$ cat src/rtl/pzbcm_arbiter_pkg.sv
// Shared types for the packet-aware arbiter mux.
//   pzbcm_arbiter_state_e : packet-tracking FSM state (IDLE between packets,
//                           PACKET while a multi-beat packet is in flight)
package pzbcm_arbiter_pkg;

    localparam int unsigned BUFFER_DEPTH = 2;
    localparam int unsigned COUNT_WIDTH  = 2;

    typedef enum logic {
        IDLE   = 1'b0,
        PACKET = 1'b1
    } pzbcm_arbiter_state_e;

endpackage

$ cat src/rtl/pzbcm_arbiter_packet_mux_buffer.sv
// Two-entry output skid buffer holding data+last; head entry drives the outputs.
//   i_clk, i_rst           : clock, asynchronous active-high reset
//   i_push/i_push_data/i_push_last : write side (ignored when no room)
//   i_pop                  : downstream ready (pops head when valid)
//   o_can_push_c           : room for a beat this cycle (combinational)
//   o_valid/o_data/o_last  : registered head entry
module pzbcm_arbiter_packet_mux_buffer
    import pzbcm_arbiter_pkg::*;
#(
    parameter int unsigned DATA_WIDTH = 32
)(
    input  logic                  i_clk,
    input  logic                  i_rst,
    input  logic                  i_push,
    input  logic [DATA_WIDTH-1:0] i_push_data,
    input  logic                  i_push_last,
    input  logic                  i_pop,
    output logic                  o_can_push_c,
    output logic                  o_valid,
    output logic [DATA_WIDTH-1:0] o_data,
    output logic                  o_last
);

    logic [COUNT_WIDTH-1:0] count_q;
    logic [COUNT_WIDTH-1:0] count_d;
    logic [DATA_WIDTH-1:0]  tail_data_q;
    logic                   tail_last_q;
    logic                   push;
    logic                   pop;

    // A full buffer still accepts when the head leaves in the same cycle.
    assign pop          = i_pop && o_valid;
    assign o_can_push_c = (count_q != COUNT_WIDTH'(BUFFER_DEPTH)) || pop;
    assign push         = i_push && o_can_push_c;

    // Occupancy update.
    always_comb begin
        count_d = count_q;
        if (push && !pop) begin
            count_d = count_q + COUNT_WIDTH'(1);
        end else if (pop && !push) begin
            count_d = count_q - COUNT_WIDTH'(1);
        end
    end

    // Storage: head is the output register, tail is the second slot.
    always_ff @(posedge i_clk or posedge i_rst) begin
        if (i_rst) begin
            count_q     <= '0;
            o_valid     <= 1'b0;
            o_data      <= '0;
            o_last      <= 1'b0;
            tail_data_q <= '0;
            tail_last_q <= 1'b0;
        end else begin
            count_q <= count_d;
            o_valid <= (count_d != '0);
            if (push && pop) begin
                if (count_q == COUNT_WIDTH'(BUFFER_DEPTH)) begin
                    o_data      <= tail_data_q;
                    o_last      <= tail_last_q;
                    tail_data_q <= i_push_data;
                    tail_last_q <= i_push_last;
                end else begin
                    o_data <= i_push_data;
                    o_last <= i_push_last;
                end
            end else if (pop) begin
                if (count_q == COUNT_WIDTH'(BUFFER_DEPTH)) begin
                    o_data <= tail_data_q;
                    o_last <= tail_last_q;
                end
            end else if (push) begin
                if (count_q == '0) begin
                    o_data <= i_push_data;
                    o_last <= i_push_last;
                end else begin
                    tail_data_q <= i_push_data;
                    tail_last_q <= i_push_last;
                end
            end
        end
    end

endmodule

$ cat src/rtl/pzbcm_arbiter_packet_mux.sv
// Packet mux behind an external arbiter: forwards the granted channel's beats
// through a 2-entry buffer, releases the grant on end-of-packet, and flags
// protocol violations of the grant.
//   i_clk, i_rst              : clock, asynchronous active-high reset
//   o_request / i_grant       : request vector out, one-hot grant in
//   o_free                    : per-channel release pulse on last-beat accept
//   i_valid/o_ready/i_last/i_data : upstream per-channel stream
//   o_valid/i_ready/o_last/o_data : downstream stream
//   o_error                   : sticky grant-protocol error
module pzbcm_arbiter_packet_mux
    import pzbcm_arbiter_pkg::*;
#(
    parameter int unsigned REQUESTS   = 2,
    parameter int unsigned DATA_WIDTH = 32
)(
    input  logic                           i_clk,
    input  logic                           i_rst,
    output logic [REQUESTS-1:0]            o_request,
    input  logic [REQUESTS-1:0]            i_grant,
    output logic [REQUESTS-1:0]            o_free,
    input  logic [REQUESTS-1:0]            i_valid,
    output logic [REQUESTS-1:0]            o_ready,
    input  logic [REQUESTS-1:0]            i_last,
    input  logic [REQUESTS*DATA_WIDTH-1:0] i_data,
    output logic                           o_valid,
    input  logic                           i_ready,
    output logic                           o_last,
    output logic [DATA_WIDTH-1:0]          o_data,
    output logic                           o_error
);

    pzbcm_arbiter_state_e  state_q;
    pzbcm_arbiter_state_e  state_d;
    logic [REQUESTS-1:0]   sel_q;
    logic [REQUESTS-1:0]   sel_d;
    logic                  error_d;
    logic [REQUESTS-1:0]   accept;
    logic                  can_push;
    logic                  push;
    logic                  push_last;
    logic [DATA_WIDTH-1:0] push_data;
    logic                  multi_grant;

    assign o_request = i_valid;

    // Ready only for the granted channel, and never while reset is held.
    assign o_ready   = i_rst ? '0 : (i_grant & {REQUESTS{can_push}});
    assign accept    = i_valid & o_ready;
    assign push      = |accept;
    assign push_last = |(accept & i_last);
    assign o_free    = accept & i_last;

    // x & (x-1) is non-zero exactly when more than one bit is set.
    assign multi_grant = (i_grant & (i_grant - REQUESTS'(1))) != '0;

    // One-hot AND-OR channel select.
    always_comb begin
        push_data = '0;
        for (int i = 0; i < int'(REQUESTS); i++) begin
            push_data = push_data
                      | ({DATA_WIDTH{i_grant[i]}} & i_data[i*DATA_WIDTH +: DATA_WIDTH]);
        end
    end

    // Packet FSM: next state, latched channel and sticky error.
    always_comb begin
        state_d = state_q;
        sel_d   = sel_q;
        error_d = o_error | multi_grant;
        case (state_q)
            IDLE: begin
                if (push && !push_last) begin
                    state_d = PACKET;
                    sel_d   = accept;
                end
            end
            PACKET: begin
                if (i_grant != sel_q) begin
                    error_d = 1'b1;
                end
                if (push && push_last) begin
                    state_d = IDLE;
                end
            end
            default: begin
                state_d = IDLE;
            end
        endcase
    end

    // FSM state register.
    always_ff @(posedge i_clk or posedge i_rst) begin
        if (i_rst) begin
            state_q <= IDLE;
            sel_q   <= '0;
            o_error <= 1'b0;
        end else begin
            state_q <= state_d;
            sel_q   <= sel_d;
            o_error <= error_d;
        end
    end

    pzbcm_arbiter_packet_mux_buffer #(
        .DATA_WIDTH (DATA_WIDTH)
    ) u_buffer (
        .i_clk        (i_clk),
        .i_rst        (i_rst),
        .i_push       (push),
        .i_push_data  (push_data),
        .i_push_last  (push_last),
        .i_pop        (i_ready),
        .o_can_push_c (can_push),
        .o_valid      (o_valid),
        .o_data       (o_data),
        .o_last       (o_last)
    );

endmodule
$ cat config.mk
export PLATFORM = sky130hd
export DESIGN_NAME = pzbcm_arbiter_packet_mux
export DESIGN_NICKNAME = d
export VERILOG_FILES = /design/src/rtl/pzbcm_arbiter_pkg.sv /design/src/rtl/pzbcm_arbiter_packet_mux_buffer.sv /design/src/rtl/pzbcm_arbiter_packet_mux.sv
export SDC_FILE = /design/constraint.sdc
export NUM_CORES = 1
export LEC_CHECK = 0
export CORE_MARGIN = 2
export CORE_UTILIZATION = 51
export DETAILED_ROUTE_END_ITERATION = 10
export GPL_TIMING_DRIVEN = 0
export PLACE_DENSITY_LB_ADDON = 0.3
export SYNTH_ARGS = -nofsm -noshare
export SYNTH_HDL_FRONTEND = slang
export SYNTH_HIERARCHICAL = 1
export SYNTH_SLANG_ARGS = --single-unit
$ cat constraint.sdc
create_clock -name i_clk -period 5.3 [get_ports i_clk]
set_input_delay 0.53 -clock i_clk [delete_from_list [all_inputs] [get_ports i_clk]]
set_output_delay 0.53 -clock i_clk [all_outputs]
set_load 0.1 [all_outputs]
==> results of run 1 <==
==> sequential cells by signal, indices dropped and copies added, names as in the netlist, named ones only <==
name / cells
sel_q: 2
u_buffer/tail_data_q: 32
u_buffer/o_last: 1
u_buffer/tail_last_q: 1
u_buffer/o_valid: 1
u_buffer/count_q: 2
u_buffer/o_data: 32
o_error: 1
==> area by class of cell <==
class                           instances  area, um2  area share, %
Tap cell                               99        124           2.37
Timing Repair Buffer                  111       1110           21.2
Sequential cell                        73       1830           34.9
Clock inverter                          7       71.3           1.36
Clock buffer                            9        124           2.37
Multi-Input combinational cell        209       1710           32.6
Inverter                                7       28.8          0.550
Buffer                                 27        239           4.57
==> cell usage after synthesis, drive strengths merged <==
library cell	number
inv	7
a21boi	1
o2111a	1
nor3	2
clkbuf	8
and3b	1
ha	2
and2	2
a22o	33
nor2	39
a22oi	1
o22a	1
and3	2
buf	19
a211oi	1
and4b	2
nor4b	1
nand2b	1
o21ai	2
or2	1
a221o	1
mux2i	34
dfrtp	73
o31ai	1
a21oi	39
mux2	33
nand2	3
a21o	1
xnor2	2
nand3	2
==> per-stage QoR <==
step / area (um2) / cells
after floorplan: 3800 / 316
after global placement: 5030 / 526
after detailed placement: 5040 / 526
after CTS: 5230 / 542
after global routing: 5230 / 542
final: 5230 / 542
==> layer usage <==
layer,global-route usage [%],vias to the layer above
li1,-,1381
met1,28.7,1457
met2,36.5,96
met3,6.76,4
met4,6.79,0
met5,0,-
==> where the power goes <==
group	total (uW)	leakage (uW)	switching, uW	internal [uW]
registers	1000	0.000855	170	833
clock network	429	0.000103	212	217
logic	2160	0.00132	1450	705
==> worst max-delay path by stage <==
stage / startpoint / endpoint / slack [ns] / cells past startpoint
6_report: i_ready / o_free[0] / 1.88 / 7
5_1_grt: u_buffer/count_q[0]$_DFF_PP0_ / o_free[0] / 1.77 / 7
4_1_cts: i_ready / o_free[0] / 1.87 / 7
3_5_place_dp: i_ready / o_free[0] / 1.87 / 7
3_3_place_gp: i_rst / u_buffer/o_data[11]$_DFFE_PP0P_ / 1.86 / 2
2_1_floorplan: u_buffer/o_valid$_DFF_PP0_ / o_free[0] / 2.42 / 5
==> kinds of logic (layout without fill, tap and decap cells) <==
logic type | after synthesis | after routing | synth area share, %
buffers and inverters | 34 | 161 | 6.98
flip-flops | 73 | 73 | 48.1
adder cells (fa/ha/maj) | 2 | 2 | 0.658
XOR/XNOR | 2 | 2 | 0.461
multiplexers | 67 | 67 | 21.7
AND/OR/NAND/NOR | 56 | 56 | 6.91
AO/OA/AOI/OAI | 82 | 82 | 15.2
==> worst max-delay path, cell delays in order <==
cell and delay, ns:
clkdlybuf4s50_1 0.55, nand2_4 0.11, nand2_2 0.12, and4b_1 0.22, buf_6 0.13, and2_1 0.12
clkdlybuf4s50_1 1.12
==> impl_metrics.tcl, run 1 <==
set metrics [dict create \
    die_w_um 90.3 \
    cts_hold_buf 0 \
    yosys-top-cells-area "dfrtp_1 48%, mux2_4 12%, mux2i_1 9.0%, a22o_1 7.6%, a21oi_1 5.0%" \
    grt_first_pass_wirelength_um 14700 \
    crit_path_max_fanout 8 \
    synthCells 316 \
    grt_usage_pct 22.3 \
    top_layer "met4" \
    r2r_cells 11 \
    maxCapViolCount 0 \
    area_growth_pct 37.7 \
    peakVddDrop_mv 0.505 \
    reg2reg_slack_ns 2.60 \
    netlist.area_leader.share_pct 48.1 \
    syn-num-nets 391 \
    syn_area_per_cell_um2 12.0 \
    synth_seq_cells 73 \
    met3_length_um 543 \
    setup_violations 0 \
    worstMarginPinSlew_ns 0.997 \
    htreeDepth 3 \
    leakagePower_uw 0.00228 \
    route.detailed.wl_per_inst_um 16.2 \
    layout-drive-gt1-share_pct 16.7 \
    io_pins 114 \
    min-delay-start "o_error$_DFF_PP0_" \
    setup-tns-final_ns 0 \
    cp.arrival_ns 2.89 \
    synth_top_cell_by_area "dfrtp_1" \
    p_per_area_nw_per_um2 686 \
    critical_path_class "in -> out" \
    r2r_start "u_buffer/count_q[0]$_DFF_PP0_" \
    fin_crit_sh_pct 64.6 \
    netlist_area_um2 3800 \
    min_period_ns 3.42 \
    std_cell_rows 31 \
    layout.cells.most_common "clkdlybuf4s50_1" \
    fin_ws_ns 1.88 \
    clk_pin_slew_ns 0.08 \
    skew_ns 0.00873 \
    start_util_pct 52.7 \
    post-place-ws_ns 1.87 \
    cts_root_buffer "clkbuf_8" \
    drc_errors 0 \
    ys_seq_area_share_pct 48.1 \
    hold_violations 0 \
    end_kind "output port" \
    clockBufferDepth 2 \
    fin_nets 513 \
    antenna_cells 0 \
    clk_latency_ns 0.34 \
    min_path_type "reg -> reg" \
    cts-buffers-inserted 9 \
    hold_ws_ns 0.499 \
    rsz0062_at_grt "no" \
    drt_pre_antenna_iters 4 \
    grt_pass1_vias 3037 \
    cts_resized 0 \
    clock-sinks 73 \
    drv_slew 0 \
    cts_tree "done" \
    timing.fmax_mhz 292 \
    wl_met2_um 4430 \
    n_fill_cell 536 \
    drt_wl_total_um 8780 \
    slew_headroom_pct 33.3 \
    hpwl_um 6250 \
    gp_congestion 0.860 \
    outcome "completed" \
    synth_cell_types 39 \
    die_h_um 90.3 \
    cts_setup_buffers 0 \
    ys_warn_count 6 \
    postRouteAntennaNets 0 \
    grt_max_degree 70 \
    worstSetupStartpointType "primary input" \
    wl_met1_um 3750 \
    antenna_found_initial 0 \
    layout_common_cells "111 x clkdlybuf4s50_1, 73 x dfrtp_1, 39 x nor2_1" \
    power.total_uw 3590 \
    drtIter0Drc 153 \
    cp.required_ns 4.77 \
    core-area_um2 7210 \
    die-area_um2 8160 \
    r2r_end "u_buffer/o_data[8]$_DFFE_PP0P_" \
    portBuffers 111 \
    worstHoldPathCells 1 \
    vias 2938 \
    fin_util_pct 72.5 \
    vias_per_cell 5.42 \
    hold_path_end "o_error$_DFF_PP0_" \
    grt_overflow_total 0 \
]
Note: power is estimated with default switching activity, not from simulation.
==> run 2, diff against run 1 <==
--- a/config.mk
+++ b/config.mk
@@ -6,7 +6,7 @@
 export NUM_CORES = 1
 export LEC_CHECK = 0
 export CORE_MARGIN = 2
-export CORE_UTILIZATION = 51
+export CORE_UTILIZATION = 47
 export DETAILED_ROUTE_END_ITERATION = 10
 export GPL_TIMING_DRIVEN = 0
 export PLACE_DENSITY_LB_ADDON = 0.3
==> constraint.sdc (replaced) <==
create_clock -name i_clk -period 3.4 [get_ports i_clk]
set_input_delay 0.34 -clock i_clk [delete_from_list [all_inputs] [get_ports i_clk]]
set_output_delay 0.34 -clock i_clk [all_outputs]
set_load 0.1 [all_outputs]
==> impl_metrics.tcl, run 2 (same netlist as run 1, synthesis figures left out) <==
set metrics [dict create \
    cts_tree "done" \
    fin_ws_ns 0.197 \
    p_per_area_nw_per_um2 1090 \
    drt_wl_total_um 9410 \
    start_util_pct 48.9 \
    area_growth_pct 39.1 \
    slowest_delay_ns 1.12 \
    core-area_um2 7770 \
    rsz0062_at_grt "no" \
    skew_ns 0.00749 \
    dp_cells 529 \
    drc_errors 0 \
    wl_met2_um 4770 \
    clockBufferDepth 2 \
    grt_overflow_total 0 \
    std_cell_rows 32 \
    cts_hold_buf 0 \
    setup_violations 0 \
    r2r_end "u_buffer/o_data[29]$_DFFE_PP0P_" \
    min_path_type "in -> reg" \
    maxCapViolCount 0 \
    clk_latency_ns 0.34 \
    cts_root_buffer "clkbuf_8" \
    cts_setup_buffers 0 \
    critPathBufInv 3 \
    met3_length_um 363 \
    drt_pre_antenna_iters 4 \
    cp.arrival_ns 2.86 \
    crit_path_max_fanout 7 \
    die_h_um 93.9 \
    layout.cells.most_common "clkdlybuf4s50_1" \
    setup.worst_path.start "u_buffer/count_q[0]$_DFF_PP0_" \
    r2r_cells 11 \
    layout_common_cells "110 x clkdlybuf4s50_1, 73 x dfrtp_1, 39 x nor2_1" \
    p_clk_share_pct 14.3 \
    path_cells "inv_1 -> ha_1 -> nand2_2 -> and4b_1 -> buf_6 -> and2_1 -> clkdlybuf4s50_1" \
    end_kind "output port" \
    post-place-ws_ns 0.316 \
    crit_cells 7 \
    leakagePower_uw 0.00232 \
    worstMarginPinSlew_ns 1.00 \
    route.detailed.wl_per_inst_um 17.3 \
    fin_nets 513 \
    p_seq_share_pct 27.0 \
    top_layer "met4" \
    htreeDepth 3 \
    instances_no_fill 545 \
    outcome "completed" \
    fin_crit_sh_pct 94.2 \
    vias 2871 \
    drtIter0Drc 84 \
    intPower_uw 2900 \
    peakVddDrop_mv 0.727 \
    clock-sinks 73 \
    grt_pass1_vias 3103 \
    die_w_um 93.9 \
    postRouteAntennaNets 0 \
    hold_violations 0 \
    cp.required_ns 3.06 \
    p_sw_uw 2870 \
    hold_ws_ns 0.295 \
    r2r_start "u_buffer/count_q[0]$_DFF_PP0_" \
    fin_util_pct 68.1 \
    top_regs "u_buffer/o_data x32, u_buffer/tail_data_q x32" \
    antenna_found_initial 0 \
    grt_max_degree 70 \
    crit_end "o_free[1]" \
    grt_first_pass_wirelength_um 15300 \
    reg2reg_slack_ns 0.69 \
    timing.fmax_mhz 312 \
    slew_headroom_pct 32.9 \
    setup-tns-final_ns 0 \
    critical_path_class "reg -> out" \
    antenna_cells 0 \
    cpMaxStageDelayCell "clkdlybuf4s50_1" \
    p_comb_share_pct 58.7 \
    switching_share_pct 49.7 \
    drv_slew 0 \
    layout-drive-gt1-share_pct 16.7 \
    cts-buffers-inserted 9 \
    vias_per_cell 5.27 \
    min_period_ns 3.20 \
    wl_met1_um 4160 \
    path_delay_family "buffers and inverters" \
    clk_pin_slew_ns 0.08 \
    portBuffers 111 \
    grt_usage_pct 22.3 \
    io_pins 114 \
    worstSetupStartpointType "register" \
    gp_congestion 0.743 \
    n_fill_cell 617 \
    die-area_um2 8820 \
    hpwl_um 6590 \
]
run 2: timing repair:
action / CTS / global route
endpoints found under the setup margin: 0 / 1
hold endpoints to repair: 0 / 0
resized for setup: 0 / 1
run 2: worst min-delay path by stage:
stage	startpoint	endpoint	slack, ns	cells after the start
5_1_grt	i_grant[0]	o_error$_DFF_PP0_	0.29	2
6_report	i_grant[0]	o_error$_DFF_PP0_	0.29	2
2_1_floorplan	i_rst	async pin	0.12	1
3_3_place_gp	o_error$_DFF_PP0_	o_error$_DFF_PP0_	0.47	1
4_1_cts	i_grant[0]	o_error$_DFF_PP0_	0.28	2
3_5_place_dp	o_error$_DFF_PP0_	o_error$_DFF_PP0_	0.47	1
run 2: worst register-to-register path, delay by kind of cell (launching register included):
kind,cells,cell delay (ns)
compound gates,2,0.46
flops,1,0.45
fa+ha+maj,1,0.26
mux,1,0.23
simple gates,3,0.56
buf+inv,4,0.64
run 2: routing by layer:
layer	GRT usage, %	vias up
li1	-	1374
met1	28.2	1417
met2	38.2	68
met3	4.25	12
met4	7.73	0
met5	0	-
run 2: cell type report:
cell class	instances	area (um2)	share of cell area, %
flip-flops and latches	73	1830	34.6
multi-input cells	209	1710	32.3
repair buffers	111	1110	21.1
plain buffers	27	239	4.52
clock buffers	10	138	2.60
well taps	102	128	2.41
clock inverters	6	105	1.99
inverters	7	28.8	0.544
run 2: metrics by stage:
step	power (uW)	cell area, um2
2_1_floorplan	4140	3800
3_3_place_gp	4880	5040
3_5_place_dp	4960	5040
4_1_cts	5810	5280
5_1_grt	6050	5290
6_report	5770	5290
run 2: power by group through the flow:
stage	combinational, uW	sequential [uW]	clock [uW]
after global routing	3550	1610	888
after floorplan	1150	2990	0
after global placement	3340	1540	0
after CTS	3410	1550	844
after detailed placement	3390	1570	0
final	3390	1560	828
